--- src/rtl/neander_pkg.sv ---
// Shared definitions for the Neander core and its boot-time program loader.
//   NEANDER_DATA_WIDTH / NEANDER_ADDR_WIDTH : memory word and address widths
//                                             used by the core and the loader
//   LOADER_MAGIC                            : frame start byte ('N')
//   loader_state_e                          : program loader FSM states
package neander_pkg;

  localparam int NEANDER_DATA_WIDTH = 8;
  localparam int NEANDER_ADDR_WIDTH = 8;

  localparam logic [7:0] LOADER_MAGIC = 8'h4E;

  typedef enum logic [2:0] {
    ST_IDLE = 3'd0,
    ST_ADDR = 3'd1,
    ST_LEN  = 3'd2,
    ST_DATA = 3'd3,
    ST_CSUM = 3'd4,
    ST_RUN  = 3'd5,
    ST_ERR  = 3'd6
  } loader_state_e;

endpackage

--- src/rtl/loader_checksum.sv ---
// Modular (mod 2^WIDTH) byte accumulator for the program loader checksum.
//   clk   : rising-edge clock
//   rst   : synchronous active-high reset, clears sum
//   clear : synchronous clear, clears sum (takes priority over en)
//   en    : add din into sum this cycle
//   din   : value to accumulate
//   sum   : running sum, wraps modulo 2^WIDTH
module loader_checksum #(
  parameter int WIDTH = 8
) (
  input  logic             clk,
  input  logic             rst,
  input  logic             clear,
  input  logic             en,
  input  logic [WIDTH-1:0] din,
  output logic [WIDTH-1:0] sum
);

  always_ff @(posedge clk) begin
    if (rst || clear) begin
      sum <= '0;
    end else if (en) begin
      sum <= sum + din;
    end
  end

endmodule

--- src/rtl/neander_prog_loader.sv ---
// Boot-time program loader for the Neander core.
// Receives a frame  MAGIC, START_ADDR, LEN, LEN data bytes, CSUM  on a byte
// stream and writes the payload into the core's memory. The core is held in
// reset (cpu_reset_out=1) until the whole payload is written and the checksum
// matches; then the core is released and the loader stays idle (no memory
// cycles) until reset_geral. LEN=0 means 256 data bytes.
// In the system top, cpu_reset_out is ORed with reset_geral before reaching
// the core, and mem_* are muxed with the core's memory port by cpu_reset_out.
//
// Ports:
//   clk_geral     : clock, all logic on the rising edge
//   reset_geral   : synchronous active-high reset; aborts any frame in flight
//   byte_in       : stream byte
//   byte_valid    : byte_in is valid
//   byte_ready    : loader can accept a byte
//   mem_we        : memory write strobe, one cycle per data byte
//   mem_addr      : memory write address
//   mem_data      : memory write data
//   cpu_reset_out : core reset request, 1 = core held in reset
//   load_done     : frame written and checksum OK (sticky until reset)
//   load_error    : checksum mismatch (sticky until reset)
//   dbg_state     : current loader FSM state
//
// Handshake: a byte is transferred on a rising edge where byte_valid and
// byte_ready are both 1. byte_ready depends on the FSM state only, never on
// byte_valid, and the source must hold byte_in stable while byte_valid=1 and
// byte_ready=0. One byte per cycle is accepted at full rate.
module neander_prog_loader
  import neander_pkg::*;
#(
  parameter int                    DATA_WIDTH = NEANDER_DATA_WIDTH,
  parameter int                    ADDR_WIDTH = NEANDER_ADDR_WIDTH,
  parameter logic [DATA_WIDTH-1:0] MAGIC      = DATA_WIDTH'(LOADER_MAGIC)
) (
  input  logic                  clk_geral,
  input  logic                  reset_geral,
  input  logic [DATA_WIDTH-1:0] byte_in,
  input  logic                  byte_valid,
  output logic                  byte_ready,
  output logic                  mem_we,
  output logic [ADDR_WIDTH-1:0] mem_addr,
  output logic [DATA_WIDTH-1:0] mem_data,
  output logic                  cpu_reset_out,
  output logic                  load_done,
  output logic                  load_error,
  output loader_state_e         dbg_state
);

  // count needs one extra bit so that a full 2^ADDR_WIDTH payload fits.
  localparam int CNT_W = ADDR_WIDTH + 1;

  loader_state_e         state;
  logic [ADDR_WIDTH-1:0] ptr;
  logic [CNT_W-1:0]      count;
  logic [DATA_WIDTH-1:0] sum;
  logic                  xfer;

  always_comb begin
    byte_ready = 1'b0;
    case (state)
      ST_IDLE, ST_ADDR, ST_LEN, ST_DATA, ST_CSUM: byte_ready = 1'b1;
      default:                                    byte_ready = 1'b0;
    endcase
  end

  assign xfer      = byte_valid & byte_ready;
  assign dbg_state = state;

  // Sum restarts when LEN is taken, so bytes of an earlier aborted or
  // rejected frame never leak into the next checksum.
  loader_checksum #(
    .WIDTH(DATA_WIDTH)
  ) u_checksum (
    .clk  (clk_geral),
    .rst  (reset_geral),
    .clear(xfer && (state == ST_LEN)),
    .en   (xfer && (state == ST_DATA)),
    .din  (byte_in),
    .sum  (sum)
  );

  always_ff @(posedge clk_geral) begin
    if (reset_geral) begin
      state         <= ST_IDLE;
      ptr           <= '0;
      count         <= '0;
      mem_we        <= 1'b0;
      mem_addr      <= '0;
      mem_data      <= '0;
      cpu_reset_out <= 1'b1;
      load_done     <= 1'b0;
      load_error    <= 1'b0;
    end else begin
      // Strobe is a single cycle; address/data hold their last value.
      mem_we <= 1'b0;
      if (xfer) begin
        case (state)
          ST_IDLE: begin
            if (byte_in == MAGIC) state <= ST_ADDR;
          end
          ST_ADDR: begin
            ptr   <= ADDR_WIDTH'(byte_in);
            state <= ST_LEN;
          end
          ST_LEN: begin
            if (byte_in == '0) count <= CNT_W'(1) << ADDR_WIDTH;
            else               count <= CNT_W'(byte_in);
            state <= ST_DATA;
          end
          ST_DATA: begin
            mem_we   <= 1'b1;
            mem_addr <= ptr;
            mem_data <= byte_in;
            ptr      <= ptr + ADDR_WIDTH'(1);
            count    <= count - CNT_W'(1);
            if (count == CNT_W'(1)) state <= ST_CSUM;
          end
          ST_CSUM: begin
            // sum already includes the last data byte at this point.
            if (byte_in == sum) begin
              state         <= ST_RUN;
              cpu_reset_out <= 1'b0;
              load_done     <= 1'b1;
            end else begin
              state      <= ST_ERR;
              load_error <= 1'b1;
            end
          end
          default: ;
        endcase
      end
    end
  end

endmodule

--- config.mk ---
export PLATFORM = sky130hd
export DESIGN_NAME = neander_prog_loader
export DESIGN_NICKNAME = d
export VERILOG_FILES = /design/src/rtl/neander_pkg.sv /design/src/rtl/loader_checksum.sv /design/src/rtl/neander_prog_loader.sv
export SDC_FILE = /design/constraint.sdc
export NUM_CORES = 1
export LEC_CHECK = 0
export BUFFER_PORTS_ARGS = -buffer_cell sky130_fd_sc_hd__buf_2
export CAP_MARGIN = 20
export CORE_MARGIN = 2
export CORE_UTILIZATION = 57
export CTS_BUF_LIST = sky130_fd_sc_hd__clkbuf_4 sky130_fd_sc_hd__clkbuf_8 sky130_fd_sc_hd__clkbuf_16
export CTS_CLUSTER_DIAMETER = 30
export DETAILED_ROUTE_END_ITERATION = 16
export PLACE_DENSITY_LB_ADDON = 0.25
export SETUP_SLACK_MARGIN = 0.4
export SLEW_MARGIN = 0
export SYNTH_ARGS = -nofsm -noshare
export SYNTH_HDL_FRONTEND = slang
export SYNTH_SLANG_ARGS = --single-unit
--- constraint.sdc ---
create_clock -name clk_geral -period 1.77 [get_ports clk_geral]
set_input_delay 0.0885 -clock clk_geral [delete_from_list [all_inputs] [get_ports clk_geral]]
set_output_delay 0.0885 -clock clk_geral [all_outputs]
set_load 0.01 [all_outputs]
==> flow_summary.ini <==
[sta]
timing.final.setup_violations = 2
worst-slew-pin-transition_ns = 0.6704
finalHoldViolCount = 0
final.min_clock_period_ns = 1.862
rsz0062_at_grt = yes
total_neg_setup_slack_ns = -0.1313
timing.final.max_slew_violations = 0
relSlewSlack_pct = 55.31
timing.clock.skew_ns = 0.008607
fmax_ghz = 0.5370
timing.final.ws_setup_ns = -0.09206
period_share_pct = 105.2

[drt]
vias = 2996
post_detailed_routing_wire_length_um = 9162
drcViolationCount = 0
drt.antenna.violating_nets = 0
wl_per_cell_um = 20.87
routed_via_density = 6.825
first_pass_iters = 8
drtIter0Drc = 485

[placement]
dp.final_hpwl_um = 4391
preCtsSetupSlack_ns = 0.1377
portBuffers = 34
place_area_um2 = 2756
gpl.final_weighted_congestion = 0.8545

[global_route]
grt_max_degree = 33
grt_overflow = 0
first_global_vias = 2218
number_of_antenna_violations_at_the_first_check_in_global_routing = 0
first_pass_grt_wire_length_um = 10490
groute.usage.overall_pct = 26.56

[final_layout]
final_instance_area_um2 = 3455
design.final.nets = 410
number_of_antenna_diodes = 0
num-fill-cells = 203
postLayoutCoreUtil_pct = 84.54
syn2layout_area_growth_pct = 40.01
drive_gt1_share_pct = 40.62

[outcome]
status = finished with violations
failed_checks = setup timing

[synth]
synthDominantAreaCellType = dfxtp_1
ys_seq_area_share_pct = 38.95
yosysUniqueCellTypes = 48
synth_enable_flop_cells = 0
netlist_area_um2 = 2467
yosys_warnings = 0
yosys_register_bits = 48
yosysTopAreaCellShare_pct = 38.95
fraction_of_registers_with_async_set_reset_pct = 0
mappedNetlistNets = 343
yosysMostFrequentCell = nand2_1
syn-mean-instance-area_um2 = 7.686
synth.area.top_cells = dfxtp_1 (39%), a21oi_1 (9.3%), nand2_1 (8.5%)
synth_cells = 321
dominantRegCellSynth = dfxtp_1
synth_top_cells_by_count = nand2_1 (56), dfxtp_1 (48), a21oi_1 (46), nor2_1 (35), o21ai_1 (11)

[critical_path]
timing.critical_path.from_type = flip-flop
worstPathArrival_ns = 2.10
worstSetupPathType = reg2reg
worst_ep_required_time_ns = 2.01
critical_path_cell_sequence = ha_4 > a21o_1 > nand4_1 > a32oi_1 > xor2_1 > a22oi_1 > a31oi_1
critical-path-max-stage-delay_ns = 0.35
r2r_slack_ns = -0.09
critical_path.max_fanout = 2
end_kind = flip-flop
crit_path_top_delay_cell = dfxtp_2

[cts]
clock_sink_total = 48
clock_latency_ns = 0.31
cts_max_level = 2
cts_tree = done
clk_transition_reported_paths_ns = 0.09
clock_tree.buffer_depth = 2
ctsRootBufferMaster = clkbuf_8
cts-buffers-inserted = 5

[pwr]
worst_supply_voltage_drop_on_vdd_v = 0.0005403
pwr_density_cell_nw_per_um2 = 684.3
totalPowerFinal_w = 0.002364
leakagePower_nw = 1.432

[floorplanning]
design.die.area_um2 = 4871
die_x_um = 69.79
row_count = 23
starting_density_of_the_core_pct = 60.38
core_area_um2 = 4086
design.portCount = 35
die_y_um = 69.79

[flow_run]
max_cap_violations = 0

[worst_hold_path]
hold_class = in2reg
[kinds of logic after synthesis]
| logic type | after synthesis | share of synthesized area (%) |
|---|---|---|
| AND/OR/NAND/NOR | 131 | 24.54 |
| AO/OA/AOI/OAI | 96 | 23.33 |
| flip-flops | 48 | 38.95 |
| buffers and inverters | 29 | 5.122 |
| adder cells (fa/ha/maj) | 11 | 5.882 |
| XOR/XNOR | 5 | 1.775 |
| multiplexers | 1 | 0.4057 |
[final timing paths]
path,startpoint,endpoint,cells past startpoint
max reg2reg,u_checksum.sum[1]$_SDFFE_PP0P_,u_checksum.sum[7]$_SDFFE_PP0P_,7
min reg2reg,mem_data[6]$_SDFFE_PP0P_,mem_data[6]$_SDFFE_PP0P_,2
max,u_checksum.sum[1]$_SDFFE_PP0P_,u_checksum.sum[7]$_SDFFE_PP0P_,7
min,byte_in[2],mem_data[2]$_SDFFE_PP0P_,3
[sequential cells by signal (all words and copies together), names as in the netlist]
register	flops
count	9
cpu_reset_out	1
dbg_state	3
load_done	1
load_error	1
mem_addr	8
mem_data	8
mem_we	1
ptr	8
u_checksum.sum	8
[worst max-delay path: cells and delay by family, from the launching register on]
family | cells | cell delay [ns]
AOI/OAI and AO/OA | 4 | 0.75
DFF | 1 | 0.35
xor gates and xnor gates | 1 | 0.33
adders and majority gates | 1 | 0.27
and+or+nand+nor | 1 | 0.10
[layer usage]
metal | vias to the layer above | GRT usage [%] | routed length (um)
met1 | 1356 | 36.36 | 3350
met4 | 0 | 9.829 | 526
met5 | - | 0 | 0
met2 | 281 | 41.80 | 4124
met3 | 87 | 4.797 | 1161
li1 | 1272 | - | -
[where the power goes]
group | leakage [nW] | internal (W) | switching, W
logic | 0.984 | 0.000229 | 0.000291
clock network | 0.0510 | 0.000312 | 0.000374
registers | 0.397 | 0.00111 | 0.0000491
total | 1.43 | 0.00165 | 0.000714
[cell usage in the layout, fill, tap and decap left out, types with 5 or more instances in the layout]
cell and n:
a21oi_1 41, ha_4 8, dfxtp_1 33, dfxtp_2 9
o21ai_1 12, buf_4 33, nor2_1 29, o21ai_0 5
nand2_1 52, inv_1 7, dfxtp_4 6, buf_2 34
nand3_1 6, a21oi_2 5, clkbuf_8 6
[what timing repair did]
action / CTS / global route
gates resized for setup: 25 / 60
setup buffers: 6 / 26
endpoints found under the setup margin: 36 / 36
cloned: 0 / 3
pin swaps: 20 / 35
hold buffers: 0 / 0
[final cells by class]
class	count	area, um^2	area share, %
Sequential cell	48	994.7	28.79
Tap cell	50	62.56	1.811
Clock inverter	2	10.01	0.2898
Inverter	11	43.79	1.268
Clock buffer	6	82.58	2.390
Multi-Input combinational cell	246	1724	49.91
Timing Repair Buffer	76	536.8	15.54
[stage by stage]
stage                     cells  hold WS [ns]
after global placement      396        0.4053
after global routing        439       0.09803
final                       439        0.1035
after floorplan             321        0.2245
after detailed placement    396        0.4104
after CTS                   410       0.09621
(Power assumes the default switching activity.)
